## src/rtl/cpu_pkg.sv

```systemverilog
// Shared definitions for the multi-cycle CPU control path:
// opcodes, ALU op encodings, sequencer states and IR field positions.
package cpu_pkg;

    localparam int OPW  = 5;
    localparam int ALUW = 4;

    localparam int IR_OP_HI = 31;
    localparam int IR_OP_LO = 27;

    localparam logic [OPW-1:0] OP_LD   = 5'd0;
    localparam logic [OPW-1:0] OP_ST   = 5'd1;
    localparam logic [OPW-1:0] OP_ADD  = 5'd2;
    localparam logic [OPW-1:0] OP_SUB  = 5'd3;
    localparam logic [OPW-1:0] OP_AND  = 5'd4;
    localparam logic [OPW-1:0] OP_OR   = 5'd5;
    localparam logic [OPW-1:0] OP_ADDI = 5'd6;
    localparam logic [OPW-1:0] OP_MUL  = 5'd7;
    localparam logic [OPW-1:0] OP_DIV  = 5'd8;
    localparam logic [OPW-1:0] OP_MFHI = 5'd9;
    localparam logic [OPW-1:0] OP_MFLO = 5'd10;
    localparam logic [OPW-1:0] OP_JR   = 5'd11;
    localparam logic [OPW-1:0] OP_NOP  = 5'd12;
    localparam logic [OPW-1:0] OP_HALT = 5'd13;

    localparam logic [ALUW-1:0] ALU_ADD = 4'd0;
    localparam logic [ALUW-1:0] ALU_SUB = 4'd1;
    localparam logic [ALUW-1:0] ALU_AND = 4'd2;
    localparam logic [ALUW-1:0] ALU_OR  = 4'd3;
    localparam logic [ALUW-1:0] ALU_MUL = 4'd4;
    localparam logic [ALUW-1:0] ALU_DIV = 4'd5;

    typedef enum logic [3:0] {
        S_IDLE,
        S_F0,
        S_F1,
        S_F2,
        S_E3,
        S_E4,
        S_E5,
        S_E6,
        S_E7,
        S_HALT,
        S_FAULT
    } state_e;

    typedef enum logic [3:0] {
        C_ALU3,
        C_ADDI,
        C_MULDIV,
        C_LD,
        C_ST,
        C_MFHI,
        C_MFLO,
        C_JR,
        C_NOP,
        C_HALT,
        C_ILL
    } iclass_e;

endpackage

```

## src/rtl/instr_class.sv

```systemverilog
// Combinational opcode classifier.
// Ports: opcode_i -> class_o, alu_op_o (function used in E4), illegal_o.
module instr_class
    import cpu_pkg::*;
(
    input  logic [OPW-1:0]  opcode_i,
    output iclass_e         class_o,
    output logic [ALUW-1:0] alu_op_o,
    output logic            illegal_o
);

    always_comb begin
        class_o   = C_ILL;
        alu_op_o  = ALU_ADD;
        illegal_o = 1'b0;
        unique case (opcode_i)
            OP_LD:   class_o = C_LD;
            OP_ST:   class_o = C_ST;
            OP_ADD:  class_o = C_ALU3;
            OP_SUB: begin
                class_o  = C_ALU3;
                alu_op_o = ALU_SUB;
            end
            OP_AND: begin
                class_o  = C_ALU3;
                alu_op_o = ALU_AND;
            end
            OP_OR: begin
                class_o  = C_ALU3;
                alu_op_o = ALU_OR;
            end
            OP_ADDI: class_o = C_ADDI;
            OP_MUL: begin
                class_o  = C_MULDIV;
                alu_op_o = ALU_MUL;
            end
            OP_DIV: begin
                class_o  = C_MULDIV;
                alu_op_o = ALU_DIV;
            end
            OP_MFHI: class_o = C_MFHI;
            OP_MFLO: class_o = C_MFLO;
            OP_JR:   class_o = C_JR;
            OP_NOP:  class_o = C_NOP;
            OP_HALT: class_o = C_HALT;
            default: begin
                class_o   = C_ILL;
                illegal_o = 1'b1;
            end
        endcase
    end

endmodule

```

## src/rtl/control_sequencer.sv

```systemverilog
// Fetch/decode/execute control FSM for the 32-bit bus datapath.
// Ports: clock, clear (async, active-low), start, ir, mem_ready in;
//   datapath strobes, register selects, alu_op, halted, fault out.
module control_sequencer
    import cpu_pkg::*;
#(
    parameter int MEM_TIMEOUT = 16
) (
    input  logic            clock,
    input  logic            clear,
    input  logic            start,
    input  logic [31:0]     ir,
    input  logic            mem_ready,
    output logic            PCout,
    output logic            PCin,
    output logic            IncPC,
    output logic            MARin,
    output logic            MDRin,
    output logic            MDRout,
    output logic            IRin,
    output logic            Yin,
    output logic            Zin,
    output logic            Zlowout,
    output logic            ZHighout,
    output logic            HIin,
    output logic            LOin,
    output logic            HIout,
    output logic            LOout,
    output logic            Cout,
    output logic            Read,
    output logic            Write,
    output logic            Gra,
    output logic            Grb,
    output logic            Grc,
    output logic            Rin,
    output logic            Rout,
    output logic            BAout,
    output logic [ALUW-1:0] alu_op,
    output logic            halted,
    output logic            fault
);

    localparam int CW = $clog2(MEM_TIMEOUT + 1);
    localparam logic [CW-1:0] TMO = CW'(MEM_TIMEOUT - 1);

    state_e          state_q, state_d;
    logic [CW-1:0]   cnt_q, cnt_d;
    logic            halted_q, halted_d;
    logic            fault_q, fault_d;

    iclass_e         cls;
    logic [ALUW-1:0] cls_alu;
    logic            cls_ill;

    instr_class u_cls (
        .opcode_i  (ir[IR_OP_HI:IR_OP_LO]),
        .class_o   (cls),
        .alu_op_o  (cls_alu),
        .illegal_o (cls_ill)
    );

    // Memory-wait handling shared by F1, ld E6 and st E7:
    // advance on mem_ready, else count; timeout diverts to FAULT.
    function automatic void mem_wait(
        input  state_e        nxt,
        input  logic          rdy,
        input  logic [CW-1:0] cnt,
        output state_e        st,
        output logic [CW-1:0] cn
    );
        st = S_FAULT;
        cn = '0;
        if (rdy) begin
            st = nxt;
        end else if (cnt != TMO) begin
            st = S_F1;
            cn = cnt + CW'(1);
        end
    endfunction

    always_comb begin
        state_d = state_q;
        cnt_d   = '0;
        unique case (state_q)
            S_IDLE: if (start) state_d = S_F0;
            S_F0:   state_d = S_F1;
            S_F1: begin
                mem_wait(S_F2, mem_ready, cnt_q, state_d, cnt_d);
            end
            S_F2:   state_d = S_E3;
            S_E3: begin
                unique case (cls)
                    C_HALT:  state_d = S_HALT;
                    C_ILL:   state_d = S_FAULT;
                    C_MFHI,
                    C_MFLO,
                    C_JR,
                    C_NOP:   state_d = S_F0;
                    default: state_d = S_E4;
                endcase
            end
            S_E4:   state_d = S_E5;
            S_E5: begin
                if (cls == C_ALU3 || cls == C_ADDI)
                    state_d = S_F0;
                else
                    state_d = S_E6;
            end
            S_E6: begin
                if (cls == C_LD) begin
                    mem_wait(S_E7, mem_ready, cnt_q, state_d, cnt_d);
                    if (state_d == S_F1) state_d = S_E6;
                end else if (cls == C_ST) begin
                    state_d = S_E7;
                end else begin
                    state_d = S_F0;
                end
            end
            S_E7: begin
                if (cls == C_ST) begin
                    mem_wait(S_F0, mem_ready, cnt_q, state_d, cnt_d);
                    if (state_d == S_F1) state_d = S_E7;
                end else begin
                    state_d = S_F0;
                end
            end
            S_HALT:  state_d = S_HALT;
            S_FAULT: state_d = S_FAULT;
            default: state_d = S_IDLE;
        endcase
        halted_d = halted_q | (state_d == S_HALT);
        fault_d  = fault_q | (state_d == S_FAULT);
    end

    always_ff @(posedge clock or negedge clear) begin
        if (!clear) begin
            state_q  <= S_IDLE;
            cnt_q    <= '0;
            halted_q <= 1'b0;
            fault_q  <= 1'b0;
        end else begin
            state_q  <= state_d;
            cnt_q    <= cnt_d;
            halted_q <= halted_d;
            fault_q  <= fault_d;
        end
    end

    assign halted = halted_q;
    assign fault  = fault_q;

    always_comb begin
        PCout = 1'b0; PCin = 1'b0; IncPC = 1'b0;
        MARin = 1'b0; MDRin = 1'b0; MDRout = 1'b0;
        IRin = 1'b0; Yin = 1'b0; Zin = 1'b0;
        Zlowout = 1'b0; ZHighout = 1'b0;
        HIin = 1'b0; LOin = 1'b0;
        HIout = 1'b0; LOout = 1'b0; Cout = 1'b0;
        Read = 1'b0; Write = 1'b0;
        Gra = 1'b0; Grb = 1'b0; Grc = 1'b0;
        Rin = 1'b0; Rout = 1'b0; BAout = 1'b0;
        alu_op = ALU_ADD;
        unique case (state_q)
            S_F0: begin
                PCout = 1'b1; MARin = 1'b1;
                IncPC = 1'b1; Zin = 1'b1;
            end
            S_F1: begin
                Zlowout = 1'b1; PCin = 1'b1;
                Read = 1'b1; MDRin = 1'b1;
            end
            S_F2: begin
                MDRout = 1'b1; IRin = 1'b1;
            end
            S_E3: begin
                unique case (cls)
                    C_ALU3, C_ADDI: begin
                        Grb = 1'b1; Rout = 1'b1; Yin = 1'b1;
                    end
                    C_MULDIV: begin
                        Gra = 1'b1; Rout = 1'b1; Yin = 1'b1;
                    end
                    C_LD, C_ST: begin
                        Grb = 1'b1; BAout = 1'b1; Yin = 1'b1;
                    end
                    C_MFHI: begin
                        HIout = 1'b1; Gra = 1'b1; Rin = 1'b1;
                    end
                    C_MFLO: begin
                        LOout = 1'b1; Gra = 1'b1; Rin = 1'b1;
                    end
                    C_JR: begin
                        Gra = 1'b1; Rout = 1'b1; PCin = 1'b1;
                    end
                    default: ;
                endcase
            end
            S_E4: begin
                Zin    = 1'b1;
                alu_op = cls_alu;
                unique case (cls)
                    C_ALU3: begin
                        Grc = 1'b1; Rout = 1'b1;
                    end
                    C_MULDIV: begin
                        Grb = 1'b1; Rout = 1'b1;
                    end
                    default: Cout = 1'b1;
                endcase
            end
            S_E5: begin
                Zlowout = 1'b1;
                unique case (cls)
                    C_ALU3, C_ADDI: begin
                        Gra = 1'b1; Rin = 1'b1;
                    end
                    C_MULDIV: LOin = 1'b1;
                    default:  MARin = 1'b1;
                endcase
            end
            S_E6: begin
                unique case (cls)
                    C_MULDIV: begin
                        ZHighout = 1'b1; HIin = 1'b1;
                    end
                    C_LD: begin
                        Read = 1'b1; MDRin = 1'b1;
                    end
                    C_ST: begin
                        Gra = 1'b1; Rout = 1'b1;
                        MDRin = 1'b1;
                    end
                    default: ;
                endcase
            end
            S_E7: begin
                unique case (cls)
                    C_LD: begin
                        MDRout = 1'b1; Gra = 1'b1;
                        Rin = 1'b1;
                    end
                    C_ST:    Write = 1'b1;
                    default: ;
                endcase
            end
            default: ;
        endcase
    end

    logic unused;
    assign unused = cls_ill ^ ^ir[IR_OP_LO-1:0];

endmodule
```

## config.mk

```make
export PLATFORM = sky130hd
export DESIGN_NAME = control_sequencer
export DESIGN_NICKNAME = d
export VERILOG_FILES = /design/src/rtl/cpu_pkg.sv /design/src/rtl/instr_class.sv /design/src/rtl/control_sequencer.sv
export SDC_FILE = /design/constraint.sdc
export NUM_CORES = 1
export LEC_CHECK = 0
export ABC_AREA = 1
export CORE_MARGIN = 1.5
export CORE_UTILIZATION = 42
export CTS_CLUSTER_SIZE = 25
export DETAILED_ROUTE_END_ITERATION = 12
export PLACE_DENSITY = 0.92
export SKIP_LAST_GASP = 1
export SYNTH_ARGS = -nofsm -noshare
export SYNTH_HDL_FRONTEND = slang
export SYNTH_SLANG_ARGS = --single-unit
```

## constraint.sdc

```tcl
create_clock -name clock -period 5.8 [get_ports clock]
set_input_delay 1.45 -clock clock [delete_from_list [all_inputs] [get_ports clock]]
set_output_delay 1.45 -clock clock [all_outputs]
set_load 0.05 [all_outputs]
```

==> out/results.txt, run 1 <==
The synthesized design contains 0 enable-type register cells. Detailed placement ended at an HPWL of 2.424 mm. Summed over all cells, the static leakage comes to 0.7340 nW. Clock latency on the worst-skew pair, taken at its later pin, is 0.26 ns.

In this run the mean area of a mapped cell was 6.076 µm². The clock-pin slew reported for the worst setup and hold paths after clock tree synthesis was 0.06 ns; the count of cells along the worst hold path was 1. Counting every instance in the synthesized netlist gives 195. The core region is 0.002710 mm². At the worst endpoint, the required time is 4.35 ns. The die covers 0.003149 mm². The worst path meets setup with 0.3116 ns of slack.

Before CTS, the worst setup slack after placement is 0.3243 ns. The cell class contributing the biggest share of worst-path delay is buffers and inverters. The achievable frequency was 0.1822 GHz; the register-to-register path setup slack was 4.19 ns. Summed over all failing endpoints, the final setup total negative slack is 0 ns. The area added between synthesis and finish came out at 33.26%. Setup repair after global routing left no endpoint under its margin. The first routing iteration left 34 violations.

The run gives 0 as the count of warnings emitted by yosys. The die boundary width was 56.12 µm; the max-slew violation count was 0. The largest single stage delay on the critical path is 0.79 ns.

After floorplanning, the core was divided into 19 placement rows. IR analysis of the VDD net gives a maximum drop of 402.1 µV. The worst register-to-register path has a depth of 8. The tools report the final-stage net count as 269.

In this run the critical register-to-register path is captured at fault. The proportion of layout cells with a drive suffix above 1 works out to 0.09957. After filler insertion, the fill cell instance count of the layout stands at 258.

The tools report the hold violation count in the final report as 0. The I/O pin count was 66; the number of distinct library cells after synthesis was 31. The relative slew slack was 0.6656; the global-route wire length before repair was 4.850 mm.

In this run the worst path has a maximum fanout of 8. The tools report the start of the worst register-to-register path as cnt_q[0]. The commonest cells after synthesis are nand2_1, nor2_1, inv_1.

The flow ran to the end, and the final reports show no timing, DRC or antenna violations. Counting every sink on the clock net gives 11. Routability-driven placement finished with a final weighted congestion of 0.8631. The worst setup path is launched from an input pin.

The leading register cell type out of synthesis was dfrtp_1. The largest individual stage delay along the critical path comes from the cell clkdlybuf4s50_1. The total setup violations reported at the end of the flow was 0. For the number of detailed-routing iterations run before antenna repair, the log shows 4. The routed layout has 1365 vias. The logs give 0 for the antenna diode instance count and 0.4372 for the starting utilization of the core area.

The critical path goes through clkdlybuf4s50_1 -> inv_2 -> nor2_2 -> nand2_1 -> nor2_2 -> nor2_2 -> nand2_2 -> o21ai_1 -> or2_1 -> nand2_1 -> nand2_1 -> inv_1 -> clkdlybuf4s50_1. The ratio of final minimum period to clock period was 0.9463; the measured slew at the worst slew-check pin was 0.5000 ns. The floorplan step set the die height to 56.12 µm.

The initial antenna violation count was 0. The startpoint identified for the worst hold timing path is cnt_q[0]. After detailed routing, the number of remaining DRC violations is 0. The hold buffer count at CTS was 0. TritonCTS built the clock tree. The async set or reset register ratio after synthesis was 1.000; the post-synthesis sequential element count was 11.

The number of buffers on the longest clock path was 2; the number of nets in the synthesized netlist was 232. The tree is rooted in a clkbuf_4. Dividing total power by cell area gives a power density of 349.6 mW/mm². Once the clock tree was built, the resizer swapped 0 gates to a different size. The count of buffers inserted at the top-level ports works out to 37.

The critical path contains buffers and inverters numbering 4 combined. Data arrives at the worst endpoint at 4.04 ns. The number of buffers inserted to repair setup after CTS is 0.

The critical setup path kind is input pin to primary output. Dividing the detail-routed via count by the number of cells gives 5.210. After detailed routing, the average wire length per cell comes to 10.91 µm.

The tools report the H-tree level count as 1. The routed design could run at a clock period as short as 5.488 ns. Sorting the synthesized cells by area gives the leading types as dfrtp_1, nand2_1, nor2_1, inv_1, nand3_1. The aggregate global routing overflow came out at 0.

Counting the buffers created by CTS gives 3. Final clock skew: 0.002312 ns. The run gives 0.001185 mm² as the synthesized cell area. The most critical setup path has its startpoint at ir[29]. STA classifies the critical path endpoint as a primary output. Library cell with the largest summed area after synthesis: dfrtp_1.

Area share of the leading cell type in the synthesized netlist: 0.2323. After detailed routing, the total wire length is 2.859 mm. Entering global routing, the biggest net connects 14 pins. For the antenna violation net count after detailed routing, the log shows 0. The tools report the number of max-cap violations as 0.

Worst min-delay path category: flip-flop to flip-flop. The worst hold path terminates at cnt_q[0]. The global router's overall resource usage is 0.1852. For the via count of the first global-routing pass, the log shows 1173. Proportion of synthesized chip area in sequential cells: 0.2323.

The most common cell in the synthesized netlist is nand2_1.
-- cells in the final DEF (no fill, tap or decap), types with 2 or more instances in the layout --
cell type / synthesis / routed
dfrtp_1: 11 / 11
inv_2: 5 / 5
a21oi_1: 3 / 3
o2111ai_1: 2 / 2
o21ai_1: 2 / 2
nand3_1: 21 / 21
nand2_1: 35 / 35
nor3_1: 10 / 10
o21ai_0: 5 / 5
inv_1: 30 / 30
nand4_1: 4 / 4
nor4_1: 2 / 2
nor2_2: 5 / 5
nand3b_1: 3 / 3
nand3_2: 2 / 2
clkdlybuf4s50_1: 0 / 37
clkbuf_4: 0 / 3
nand2_2: 2 / 2
nor2_1: 32 / 32
or2_2: 2 / 2
nor2_4: 4 / 4
-- worst reg2reg max path, cell delays in order (launching register included) --
cell	delay, ns
dfrtp_1	0.40
ha_1	0.24
nand4_1	0.21
nor2_1	0.07
a21oi_1	0.12
nand3_1	0.07
nand3b_1	0.21
nand3_1	0.13
nand2_1	0.06
-- state kept, by name, indices dropped and copies added (netlist names) --
register  cells
fault         1
cnt_q         5
state_q       4
halted        1
-- stage by stage --
stage	utilization	hold slack, ns	instances	instance area (µm²)	total power [W]
finish	0.5826	0.4711	262	1579	0.0005519
global route	0.5826	0.5005	262	1579	0.0005910
CTS	0.5826	0.4762	262	1579	0.0005532
detailed placement	0.5729	0.4509	258	1553	0.0005031
global placement	0.5729	0.4466	258	1553	0.0004998
floorplan	-	0.4329	195	1185	0.0003933
-- where the power goes --
group | internal, W | total (W) | leakage [nW] | switching [W]
logic | 0.000118 | 0.000400 | 0.580 | 0.000282
registers | 0.0000901 | 0.000103 | 0.139 | 0.0000130
clock network | 0.0000265 | 0.0000487 | 0.0150 | 0.0000222
total | 0.000235 | 0.000552 | 0.734 | 0.000317
-- cell type report --
class                   count  area [µm²]  area share
flip-flops and latches     11       275.3      0.1743
repair buffers             37       370.4      0.2345
multi-input cells         144       737.0      0.4667
inverters                  35       131.4     0.08320
clock buffers               4       26.28     0.01664
well taps                  31       38.79     0.02456
-- how the worst max path moves through the flow --
| stage | depth (start not counted) | endpoint |
|---|---|---|
| after global routing | 13 | Yin |
| after CTS | 13 | Yin |
| after global placement | 13 | Yin |
| final | 13 | Yin |
| after floorplan | 4 | LOout |
| after detailed placement | 13 | Yin |
-- cells by family after synthesis --
| logic type | Yosys count | share of synthesized area |
|---|---|---|
| adders and majority gates | 1 | 0.01056 |
| DFF | 11 | 0.2323 |
| AOI/OAI and AO/OA | 17 | 0.09187 |
| other | 1 | 0.003165 |
| and+or+nand+nor | 123 | 0.5016 |
| xor gates and xnor gates | 2 | 0.01479 |
| buffers and inverters | 40 | 0.1457 |
-- metal layers --
metal / track usage / vias up / wire length, µm
met5: 0 / - / 0
met2: 0.3244 / 49 / 1429
met4: 0.01701 / 0 / 0
met1: 0.2500 / 618 / 1272
met3: 0.02791 / 0 / 157
li1: - / 698 / -
(Power assumes the default switching activity.)
==> run 2: changes to the inputs <==
==> constraint.sdc (replaced) <==
create_clock -name clock -period 5.8 [get_ports clock]
set_input_delay 1.45 -clock clock [delete_from_list [all_inputs] [get_ports clock]]
set_output_delay 1.45 -clock clock [all_outputs]
set_load 0.02 [all_outputs]
==> results of run 2 <==
The final DEF is identical to that of run 1. Status: completed.
Main changes from that run: setup slack after placement 0.3243 ns -> 0.5236 ns; setup slack after layout 0.3116 ns -> 0.5110 ns; total power 0.0005519 W -> 0.0004629 W; worst IR drop on VDD 402.1 µV -> 326.2 µV
==> run 3: changes to the inputs <==
--- a/config.mk
+++ b/config.mk
@@ -5,12 +5,11 @@
 export SDC_FILE = /design/constraint.sdc
 export NUM_CORES = 1
 export LEC_CHECK = 0
-export ABC_AREA = 1
 export CORE_MARGIN = 1.5
-export CORE_UTILIZATION = 42
+export CORE_UTILIZATION = 40
 export CTS_CLUSTER_SIZE = 25
 export DETAILED_ROUTE_END_ITERATION = 12
-export PLACE_DENSITY = 0.92
+export PLACE_DENSITY = 0.91
 export SKIP_LAST_GASP = 1
 export SYNTH_ARGS = -nofsm -noshare
 export SYNTH_HDL_FRONTEND = slang
==> run 3 against run 2 <==
Clock power is 1% higher. Global-route usage rose by 1.6 points. Combinational power rose by 3%. Design area fell by 5.7%. Flip-flop and latch count stayed put. First-iteration DRC count shrank 32%. Core utilization grew 0.24 points. Critical path depth fell by 6. Area after synthesis fell by 6.3%. Largest cell class unchanged. Highest routed layer is now met4.
==> out/results.txt, run 3 <==
The flow ran to the end, and the final reports show no timing, DRC or antenna violations. The largest net degree at the start of global routing was 20 (was 14); the clock insertion delay at the later pin of the skew report was 0.26 ns (about the same). The proportion of layout cells with a drive suffix above 1 works out to 0.05978 (was 0.09957). The vias per cell came out at 5.874 (was 5.210). The run gives 0.001110 mm² (was 0.001185 mm²) as the synthesized cell area. Starting utilization of the core area: 0.4361 (was 0.4372). Largest regs: cnt_q (5), state_q (4) (unchanged). Async set or reset register ratio after synthesis: 1.000 (unchanged). The most common cell after layout, fill and taps aside was clkdlybuf4s50_1 (unchanged).

The number of standard-cell rows in the floorplan is 18 (was 19). The multiplexer share of the synthesized area works out to 0 (unchanged). The via count of the first global-routing pass is 1153 (was 1173), and the number of buffers inserted to repair setup after CTS is 0 (unchanged). For the internal power contribution, the log shows 0.0002697 W (was 0.0002358 W). The tools report the count of warnings emitted by yosys as 0 (unchanged). Post-synthesis sequential element count: 11 (unchanged).

Area added between synthesis and finish: 34.16% (was 33.26%). The logs give 247 (was 258) for the number of fill cells in the layout and 191 (was 232) for the number of nets in the synthesized netlist. Leading cell types by total area after synthesis: dfrtp_1, nor2_1, nor3_1, o21ai_0, inv_1 (was dfrtp_1, nand2_1, nor2_1, inv_1, nand3_1). The achievable frequency was 0.1839 GHz (was 0.1891 GHz); the number of buffers on the longest clock path was 2 (unchanged).

The library cell with the largest summed area after synthesis was dfrtp_1 (unchanged). Area occupied by multi-input gates: 723.2 µm² (was 737.0 µm²). Most frequent cells after synthesis: nor2_1, dfrtp_1, nor3_1 (was nand2_1, nor2_1, inv_1). Critical setup path kind: input pin to primary output (unchanged). Share of power burned in registers: 0.287 (was 0.223). Overall power of the completed layout: 0.0005168 W (was 0.0004629 W).

Leakage power figure: 0.5850 nW (was 0.7340 nW). The hold violation count in the final report is 0 (unchanged), and the post-cts repair resize count is 0 (unchanged). The most numerous cell in the Yosys netlist is nor2_1 (was nand2_1). The combinational family with the most area after synthesis was simple AND/OR/NAND/NOR gates (unchanged). The die boundary width is 55.68 µm (was 56.12 µm). The detail-routed net length per standard cell is 14.11 µm (was 10.91 µm), and the count of buffers inserted at the top-level ports is 37 (unchanged).

The global-route wire length before repair was 5.126 mm (was 4.850 mm). The post-route worst setup slack came out at 0.3633 ns (was 0.5110 ns). The fraction of the mapped netlist area in compound gates is 0.2379 (was 0.09187), and the initial antenna violation count is 0 (unchanged). The minimum period implied by the final worst setup slack is 5.437 ns (was 5.289 ns), and the critical path required time is 4.35 ns (about the same). The parity-gate share of the synthesized area counting xor and xnor cells is 0.03157 (was 0.01478), and the power density over the cells is 347.1 mW/mm² (was 293.2 mW/mm²). The relative slew slack is 0.5340, and the cell count after placement is 210 (was 258). The register containing the most flip-flops in the final layout is cnt_q (unchanged). Leading cell types in the layout, fill and taps excluded: clkdlybuf4s50_1, nor2_1, nor3_1, dfrtp_1, inv_1 (was clkdlybuf4s50_1, nand2_1, nor2_1, inv_1, nand3_1). The signal arrival time at the worst endpoint came out at 3.99 ns (was 3.84 ns). TritonCTS built the clock tree. The final non-filler cell total is 214 (was 262). The fraction of power consumed by the clock network was 0.095 (was 0.105); the antenna violation net count after detailed routing was 0 (unchanged). The pre-CTS worst setup slack was 0.3671 ns (was 0.5236 ns); the global placer's final weighted congestion was 0.8301 (was 0.8631).

For the area of the die, the log shows 0.003100 mm² (was 0.003149 mm²). The clock net sink count is 11 (unchanged). The worst min-delay path category was flip-flop to flip-flop (unchanged). The total setup violations reported at the end of the flow is 0 (unchanged). Net switching power: 0.0002471 W (was 0.0002272 W). The number of CTS-inserted buffers is 3 (unchanged), and the area share of fa/ha/maj cells after synthesis is 0.01127 (was 0.01056). For the final clock skew, the log shows 0.001838 ns (was 0.002312 ns).

For the proportion of power drawn by combinational gates, the log shows 0.618 (was 0.672). Number of instances in the synthesized netlist: 154 (was 195). The post-synthesis share of cell area spent on and, or, nand and nor gates was 0.3675 (was 0.5016). The top fanout value on the critical path is 11 (was 8). For the number of distinct library cells after synthesis, the log shows 51 (was 31). The max-slew violation count was 0 (unchanged).

The die boundary height is 55.68 µm (was 56.12 µm). The hold buffer count at CTS came out at 0 (unchanged). The root cell of the clock tree is clkbuf_4 (unchanged). The kind of end point of the critical path is a primary output (unchanged). The flip-flop count of the largest register, all copies and words added is 5 (unchanged). The area of all sequential standard cells was 275.3 µm² (unchanged); the aggregate global routing overflow was 0 (unchanged). The register-to-register path setup slack is 3.67 ns (was 4.19 ns), and the number of detailed-routing iterations run before antenna repair is 6 (was 4).

The tools report the routed via count as 1257 (was 1365). For the I/O pin count, the log shows 66 (unchanged). Leading register cell type out of synthesis: dfrtp_1 (unchanged). For the largest voltage drop on the vdd net, the log shows 321.4 µV (was 326.2 µV). The number of max-cap violations is 0 (unchanged).

At the pin with the least slew margin, the transition time is 0.6893 ns. The run gives 23 (was 34) as the initial DRC count. The number of flops mapped to enable cells by yosys was 0 (unchanged); the H-tree level count was 1 (unchanged).

The clock-pin slew reported for the worst setup and hold paths after clock tree synthesis came out at 0.06 ns (about the same). The area of the placeable core was 0.002545 mm² (was 0.002710 mm²); the mean post-synth cell area was 7.207 µm² (was 6.076 µm²). The area share of the leading cell type in the synthesized netlist works out to 0.2480 (was 0.2323). Proportion of synthesized chip area in sequential cells: 0.2480 (was 0.2323).

For the number of remaining DRC errors, the log shows 0 (unchanged). The tools report the antenna diode instance count as 0 (unchanged). The final-stage net count is 222 (was 269), and the global router's overall resource usage is 0.2017 (was 0.1852). Setup repair after global routing left no endpoint under its margin. The ratio of final minimum period to clock period is 0.9374 (was 0.9119), and the overall routed net length is 3.020 mm (was 2.859 mm). The tools report the category of the worst setup path launch point as an input pin (unchanged). The final sum of negative setup slack was 0 ns (unchanged); the switching part of the total power was 0.4782 (was 0.4907).

The sum of net half-perimeters after detailed placement was 2.408 mm (was 2.424 mm).
[run 3: cell types whose count changed after synthesis, moves of 4 or more]
| cell | before | now |
|---|---|---|
| inv_2 | 5 | 1 |
| a21oi_1 | 3 | 7 |
| nor2_4 | 4 | 0 |
| inv_1 | 30 | 10 |
| clkbuf_1 | 0 | 7 |
| nand2_1 | 35 | 8 |
| nand3_1 | 21 | 7 |
| nor2_1 | 32 | 20 |
| nor2_2 | 5 | 0 |
[run 3: area by class of cell]
| type | count | area share |
|---|---|---|
| well taps | 30 | 0.02521 |
| clock buffers | 4 | 0.01765 |
| repair buffers | 39 | 0.2588 |
| flip-flops and latches | 11 | 0.1849 |
| multi-input cells | 119 | 0.4857 |
| inverters | 11 | 0.02773 |
[run 3: cells by family (layout without fill, tap and decap cells)]
group                      count (synthesis)  after routing
buffers and inverters                     24             54
adders and majority gates                  1              1
xor gates and xnor gates                   4              4
DFF                                       11             11
and+or+nand+nor                           75             75
other                                      1              1
AOI/OAI and AO/OA                         38             38
[run 3: path summary, 6_finish.rpt]
path,cells after the start,end,startpoint
worst max-delay path,7,Grb,ir[29]
min in group asynchronous,1,state_q[0],clear
worst min-delay path,1,cnt_q[0],cnt_q[0]
max in group asynchronous,1,cnt_q[1],clear
worst min register to register,1,cnt_q[0],cnt_q[0]
worst max register to register,5,cnt_q[3],state_q[3]
[run 3: worst max-delay path: stages]
cell	delay, ns
clkdlybuf4s50_1	0.61
nand2b_1	0.27
or3_1	0.35
a21o_1	0.23
o2bb2a_1	0.33
o21ai_0	0.10
clkdlybuf4s50_1	0.65
[run 3: through the flow]
step	hold WS [ns]	util	instance area [µm²]
global route	0.4966	0.5851	1489
detailed placement	0.4583	0.5747	1463
finish	0.4708	0.5851	1489
floorplan	0.4329	-	1110
global placement	0.4475	0.5747	1463
CTS	0.4670	0.5851	1489
[run 3: power groups by stage]
| stage | combinational (W) | clock [W] | sequential [W] |
|---|---|---|---|
| after floorplan | 0.000230 | 0 | 0.000120 |
| after global routing | 0.000349 | 0.0000529 | 0.000156 |
| final | 0.000319 | 0.0000492 | 0.000148 |
| after CTS | 0.000321 | 0.0000521 | 0.000147 |
| after detailed placement | 0.000320 | 0 | 0.000148 |
| after global placement | 0.000313 | 0 | 0.000145 |
[run 3: layer usage]
layer | wire length, µm | vias up | global-route usage
met5 | 0 | - | 0
met4 | 92 | 0 | 0.1080
met3 | 156 | 11 | 0.02558
met2 | 1474 | 44 | 0.3418
met1 | 1297 | 581 | 0.2468
li1 | - | 621 | -
